$ cat src/rtl/cskip_seq_adder_pkg.sv
// Shared types and constants for the sequential carry-skip adder.
package cskip_seq_adder_pkg;

    localparam int SLICE_W = 16;

    typedef enum logic [1:0] {
        IDLE = 2'd0,
        RUN  = 2'd1,
        DONE = 2'd2
    } state_t;

    // Bits needed to hold the value n-1 (the last slice index), at least 1.
    function automatic int cnt_w(input int n);
        return (n <= 2) ? 1 : $clog2(n);
    endfunction

endpackage

$ cat src/rtl/cskip_seq_adder_cskip16_cin.sv
// 16-bit carry-skip adder slice: four 4-bit ripple groups, each group's
// carry-out bypassed by its carry-in when every bit in the group propagates.
module cskip16_cin
    import cskip_seq_adder_pkg::*;
(
    input  logic [SLICE_W-1:0] a,
    input  logic [SLICE_W-1:0] b,
    input  logic               cin,
    output logic [SLICE_W-1:0] sum,
    output logic               cout
);

    localparam int GRP_W = 4;
    localparam int NGRP  = SLICE_W / GRP_W;

    logic c;   // carry entering the current group
    logic rc;  // ripple carry inside the current group
    logic gp;  // group propagate
    logic pb;  // bit propagate

    // Ripple each group bit by bit, then pick skip or ripple carry for the next group.
    always_comb begin
        sum = '0;
        c   = cin;
        rc  = 1'b0;
        gp  = 1'b0;
        pb  = 1'b0;
        for (int g = 0; g < NGRP; g++) begin
            rc = c;
            gp = 1'b1;
            for (int i = 0; i < GRP_W; i++) begin
                pb                = a[GRP_W*g+i] ^ b[GRP_W*g+i];
                sum[GRP_W*g+i]    = pb ^ rc;
                rc                = (a[GRP_W*g+i] & b[GRP_W*g+i]) | (pb & rc);
                gp                = gp & pb;
            end
            c = gp ? c : rc;
        end
        cout = c;
    end

endmodule

$ cat src/rtl/cskip_seq_adder.sv
// Sequential W-bit adder: one 16-bit carry-skip slice is reused NSLICE times,
// least significant slice first, with the carry held in a register between steps.
module cskip_seq_adder
    import cskip_seq_adder_pkg::*;
#(
    parameter  int NSLICE = 4,
    localparam int W      = SLICE_W * NSLICE
) (
    input  logic         clk,
    input  logic         rst_n,
    input  logic         in_valid,
    output logic         in_ready,
    input  logic [W-1:0] in_a,
    input  logic [W-1:0] in_b,
    input  logic         in_cin,
    output logic         out_valid,
    input  logic         out_ready,
    output logic [W-1:0] out_sum,
    output logic         out_cout
);

    localparam int            CW   = cnt_w(NSLICE);
    localparam logic [CW-1:0] LAST = CW'(NSLICE - 1);

    state_t                           state;
    logic [CW-1:0]                    cnt;
    logic                             carry;
    logic [NSLICE-1:0][SLICE_W-1:0]   a_q;
    logic [NSLICE-1:0][SLICE_W-1:0]   b_q;
    logic [NSLICE-1:0][SLICE_W-1:0]   sum_q;

    logic [SLICE_W-1:0]               sa;
    logic [SLICE_W-1:0]               sb;
    logic [SLICE_W-1:0]               ss;
    logic                             sc;

    // Counter-driven mux feeds the current slice of both operands to the adder.
    assign sa = a_q[cnt];
    assign sb = b_q[cnt];

    cskip16_cin u_slice (
        .a    (sa),
        .b    (sb),
        .cin  (carry),
        .sum  (ss),
        .cout (sc)
    );

    assign out_sum  = sum_q;
    assign out_cout = carry;

    // Control FSM plus operand/result/carry registers; handshake flags are registered.
    always_ff @(posedge clk or negedge rst_n) begin
        if (!rst_n) begin
            state     <= IDLE;
            cnt       <= '0;
            carry     <= 1'b0;
            a_q       <= '0;
            b_q       <= '0;
            sum_q     <= '0;
            in_ready  <= 1'b1;
            out_valid <= 1'b0;
        end else begin
            case (state)
                IDLE: begin
                    if (in_valid) begin
                        a_q      <= in_a;
                        b_q      <= in_b;
                        carry    <= in_cin;
                        cnt      <= '0;
                        in_ready <= 1'b0;
                        state    <= RUN;
                    end
                end
                RUN: begin
                    sum_q[cnt] <= ss;
                    carry      <= sc;
                    cnt        <= cnt + 1'b1;
                    if (cnt == LAST) begin
                        out_valid <= 1'b1;
                        state     <= DONE;
                    end
                end
                DONE: begin
                    if (out_ready) begin
                        out_valid <= 1'b0;
                        in_ready  <= 1'b1;
                        state     <= IDLE;
                    end
                end
                default: begin
                    out_valid <= 1'b0;
                    in_ready  <= 1'b1;
                    state     <= IDLE;
                end
            endcase
        end
    end

endmodule

$ cat config.mk
export PLATFORM = sky130hd
export DESIGN_NAME = cskip_seq_adder
export DESIGN_NICKNAME = d
export VERILOG_FILES = /design/src/rtl/cskip_seq_adder_pkg.sv /design/src/rtl/cskip_seq_adder_cskip16_cin.sv /design/src/rtl/cskip_seq_adder.sv
export SDC_FILE = /design/constraint.sdc
export NUM_CORES = 1
export LEC_CHECK = 0
export ABC_AREA = 1
export CAP_MARGIN = 20
export CELL_PAD_IN_SITES_DETAIL_PLACEMENT = 0
export CELL_PAD_IN_SITES_GLOBAL_PLACEMENT = 1
export CORE_MARGIN = 5
export CORE_UTILIZATION = 50
export CTS_CLUSTER_DIAMETER = 150
export DETAILED_ROUTE_END_ITERATION = 8
export DONT_BUFFER_PORTS = 1
export PLACE_DENSITY = 0.9
export SLEW_MARGIN = 20
export SYNTH_ARGS = -nofsm -noshare
export SYNTH_HDL_FRONTEND = slang
export SYNTH_SLANG_ARGS = --single-unit
$ cat constraint.sdc
create_clock -name clk -period 8.95 [get_ports clk]
set_clock_uncertainty 0.1 [all_clocks]
set_input_delay 0.895 -clock clk [delete_from_list [all_inputs] [get_ports clk]]
set_output_delay 0.895 -clock clk [all_outputs]
set_load 0.01 [all_outputs]
==> results.yml <==
cells_and_area:
  finish.net_count: 927
  post-route-cell-area_um2: 9650
  synthToLayoutAreaGrowth_pct: 8.24
  final_layout_size_suffix_gt1_share_pct: 13.6
  most-common-layout-cells: "sky130_fd_sc_hd__dfrtp_1, sky130_fd_sc_hd__o21ai_0, sky130_fd_sc_hd__nand2_1, sky130_fd_sc_hd__mux2_1, sky130_fd_sc_hd__nor2_1"
  layout.cells.non_filler: 1003
  layout.core_utilization_pct: 55.4
  layout.cells.most_common: "sky130_fd_sc_hd__dfrtp_1"
floorplanning:
  rows: 48
  chipWidth_um: 144
  io-pin-count: 200
  die_area_um2: 20600
  standard_cell_core_area_um2: 17400
  die_h_um: 144
  initial_core_utilization_pct: 51.2
timing:
  final.setup.tns_ps: 0
  drv_slew: 0
  hold_viol_final: 0
  slew_limit_headroom_pct: 32.8
  tightestPinTransition_ps: 1010
  period_needed_ps: 8460
  setup_repair_after_global_routing_missed_its_margin: "false"
  timing.fmax_ghz: 0.118
  post-route-period-util_pct: 94.6
  hold_ws_ps: 62.5
  setup_violations: 0
logic_synthesis:
  netlist_top_cells_area: "sky130_fd_sc_hd__dfrtp_1, sky130_fd_sc_hd__mux2_1, sky130_fd_sc_hd__o21ai_0, sky130_fd_sc_hd__mux2_2, sky130_fd_sc_hd__nand2_1"
  netlist-cell-type-count: 25
  synthesis.area_um2: 8920
  synth.yosys.seq_area_share_pct: 55.9
  synthesized_area_per_cell_um2: 11.5
  post_synth_inst_count: 777
  synthDominantAreaCellType: "sky130_fd_sc_hd__dfrtp_1"
  mappedNetlistNets: 946
  ys_warn_count: 0
  yosys.area.top_type_share_pct: 55.6
  ys_ff_latch: 199
global_route:
  grt_pass1_wl_um: 32100
  grt_pass1_vias: 5778
  globalRoute.totalOverflow: 0
  initial_antenna_violation_count: 14
  maximum_number_of_pins_on_one_net_before_global_route_repair: 200
  track_usage_pct: 20.2
job:
  timing.max_cap.violations: 0
critical_path:
  critPathRequiredTime_ps: 9170
  critPathMaxFanout: 18
  r2r.worst_path.cells: 29
  worst_setup_path_end_kind: "flip-flop"
  crit_path_frequent_cell: "sky130_fd_sc_hd__fa_1"
  worst_path_max_delay_cell: "sky130_fd_sc_hd__dfrtp_4"
  max_stage_delay_ps: 500
  crit_path_start_kind: "flip-flop"
  critPathArrivalTime_ps: 8680
  worst-setup-path-type: "flip-flop to flip-flop"
clocking:
  cts_tree: "built"
  cts.sinks: 199
  cts_root_buffer: "sky130_fd_sc_hd__clkbuf_16"
  clock_tree.buffer_depth: 2
  insertion_delay_to_the_later_sink_of_the_worst_skew_pair_ps: 430
  h-tree-depth: 4
  path_clk_slew_ps: 70
  cts-buffers-inserted: 17
  cts_hold_buffers_added: 0
pwr:
  vdd_ir_drop_max_mv: 0.204
  p_leak_nw: 4.33
  power_density_nw_per_um2: 480
route:
  total_length_of_routed_wires_um: 20100
  drt.antenna.violating_nets: 0
  via_per_inst: 5.56
  drt_drc_violations_left: 0
  wl_per_cell_um: 20.0
  drt_first_pass_iters: 4
  dr.first_iter.drc_count: 258
  num_vias: 5576
placed_design:
  portBuffers: 0
  post_dp_cell_area_um2: 9010
  final_weighted_congestion_in_routability_driven_placement: 0.787
  hpwlAfterDp_um: 14200
  inst_count_dp: 961
status:
  run_status: "completed"
hold_path:
  min_path_type: "input port to async pin"
[through the flow]
stage | setup slack (ps) | total power (W)
2_1_floorplan | 940 | 0.00320
3_3_place_gp | 538 | 0.00385
3_5_place_dp | 304 | 0.00393
4_1_cts | 286 | 0.00468
5_1_grt | 34.2 | 0.00510
6_report | 488 | 0.00463
[worst paths after layout]
check                        start           to  slack [ps]
max                         cnt[0]  out_sum[47]         490
min                          rst_n  out_sum[38]          60
max reg2reg                 cnt[0]  out_sum[47]         490
min reg2reg                a_q[25]      a_q[25]         390
max in group asynchronous    rst_n       b_q[3]        8380
min in group clk           a_q[25]      a_q[25]         390
[report_power, final]
| group | switching [W] | total, W | internal [W] |
|---|---|---|---|
| registers | 0.000352 | 0.00172 | 0.00137 |
| logic | 0.00133 | 0.00217 | 0.000835 |
| clock network | 0.000355 | 0.000745 | 0.000391 |
| total | 0.00204 | 0.00463 | 0.00259 |
[cell usage after synthesis]
library cell / n
sky130_fd_sc_hd__a21oi_1: 5
sky130_fd_sc_hd__a32oi_1: 4
sky130_fd_sc_hd__and2_1: 1
sky130_fd_sc_hd__buf_1: 3
sky130_fd_sc_hd__buf_2: 9
sky130_fd_sc_hd__buf_4: 1
sky130_fd_sc_hd__buf_6: 8
sky130_fd_sc_hd__clkbuf_1: 26
sky130_fd_sc_hd__dfrtp_1: 198
sky130_fd_sc_hd__dfstp_2: 1
sky130_fd_sc_hd__fa_1: 16
sky130_fd_sc_hd__ha_1: 20
sky130_fd_sc_hd__inv_1: 30
sky130_fd_sc_hd__mux2_1: 70
sky130_fd_sc_hd__mux2_2: 52
sky130_fd_sc_hd__mux2_4: 6
sky130_fd_sc_hd__nand2_1: 100
sky130_fd_sc_hd__nand2_2: 1
sky130_fd_sc_hd__nand3_1: 5
sky130_fd_sc_hd__nor2_1: 64
sky130_fd_sc_hd__nor2_2: 1
sky130_fd_sc_hd__o21ai_0: 124
sky130_fd_sc_hd__o21ai_1: 3
sky130_fd_sc_hd__o22ai_1: 28
sky130_fd_sc_hd__or2_2: 1
[sequential cells by signal, summed over array words and instances, names as in the netlist]
signal     cells
out_cout       1
in_ready       1
out_valid      1
out_sum       64
state          2
cnt            2
a_q           64
b_q           64
[kinds of logic (layout without fill, tap and decap cells)]
family | after synthesis | in the layout | synth area share, %
AO/OA/AOI/OAI | 164 | 164 | 9.77
adder cells (fa/ha/maj) | 36 | 36 | 6.40
buffers and inverters | 77 | 71 | 4.08
flip-flops | 199 | 199 | 55.9
multiplexers | 128 | 128 | 16.4
other | 0 | 7 | 0
AND/OR/NAND/NOR | 173 | 173 | 7.47
[routing by layer]
layer	share of wire, %	GRT usage (%)
met5	0.41	0
met4	1.8	6.24
met3	11	9.38
met2	44	29.1
met1	43	27.3
[area by class of cell]
class                           count  area, µm²
Inverter                           30        113
Timing Repair Buffer                9       95.1
Multi-Input combinational cell    501       3580
Antenna cell                        7       17.5
Sequential cell                   199       4980
Fill cell                        1500       7770
Clock buffer                       17        425
Clock inverter                     15        149
Tap cell                          225        282
[critical path, delay by kind of cell, from the launching register on]
family	cells	cell delay (ps)
buf+inv	4	400
simple gates	5	810
flops	1	500
fa+ha+maj	16	6000
compound gates	4	560
[repair_timing]
item / CTS / global route
buffers inserted: 0 / 1
setup endpoints to repair: 0 / 4
gates resized for setup: 0 / 1
hold endpoints to repair: 0 / 0
(Power assumes the default switching activity.)
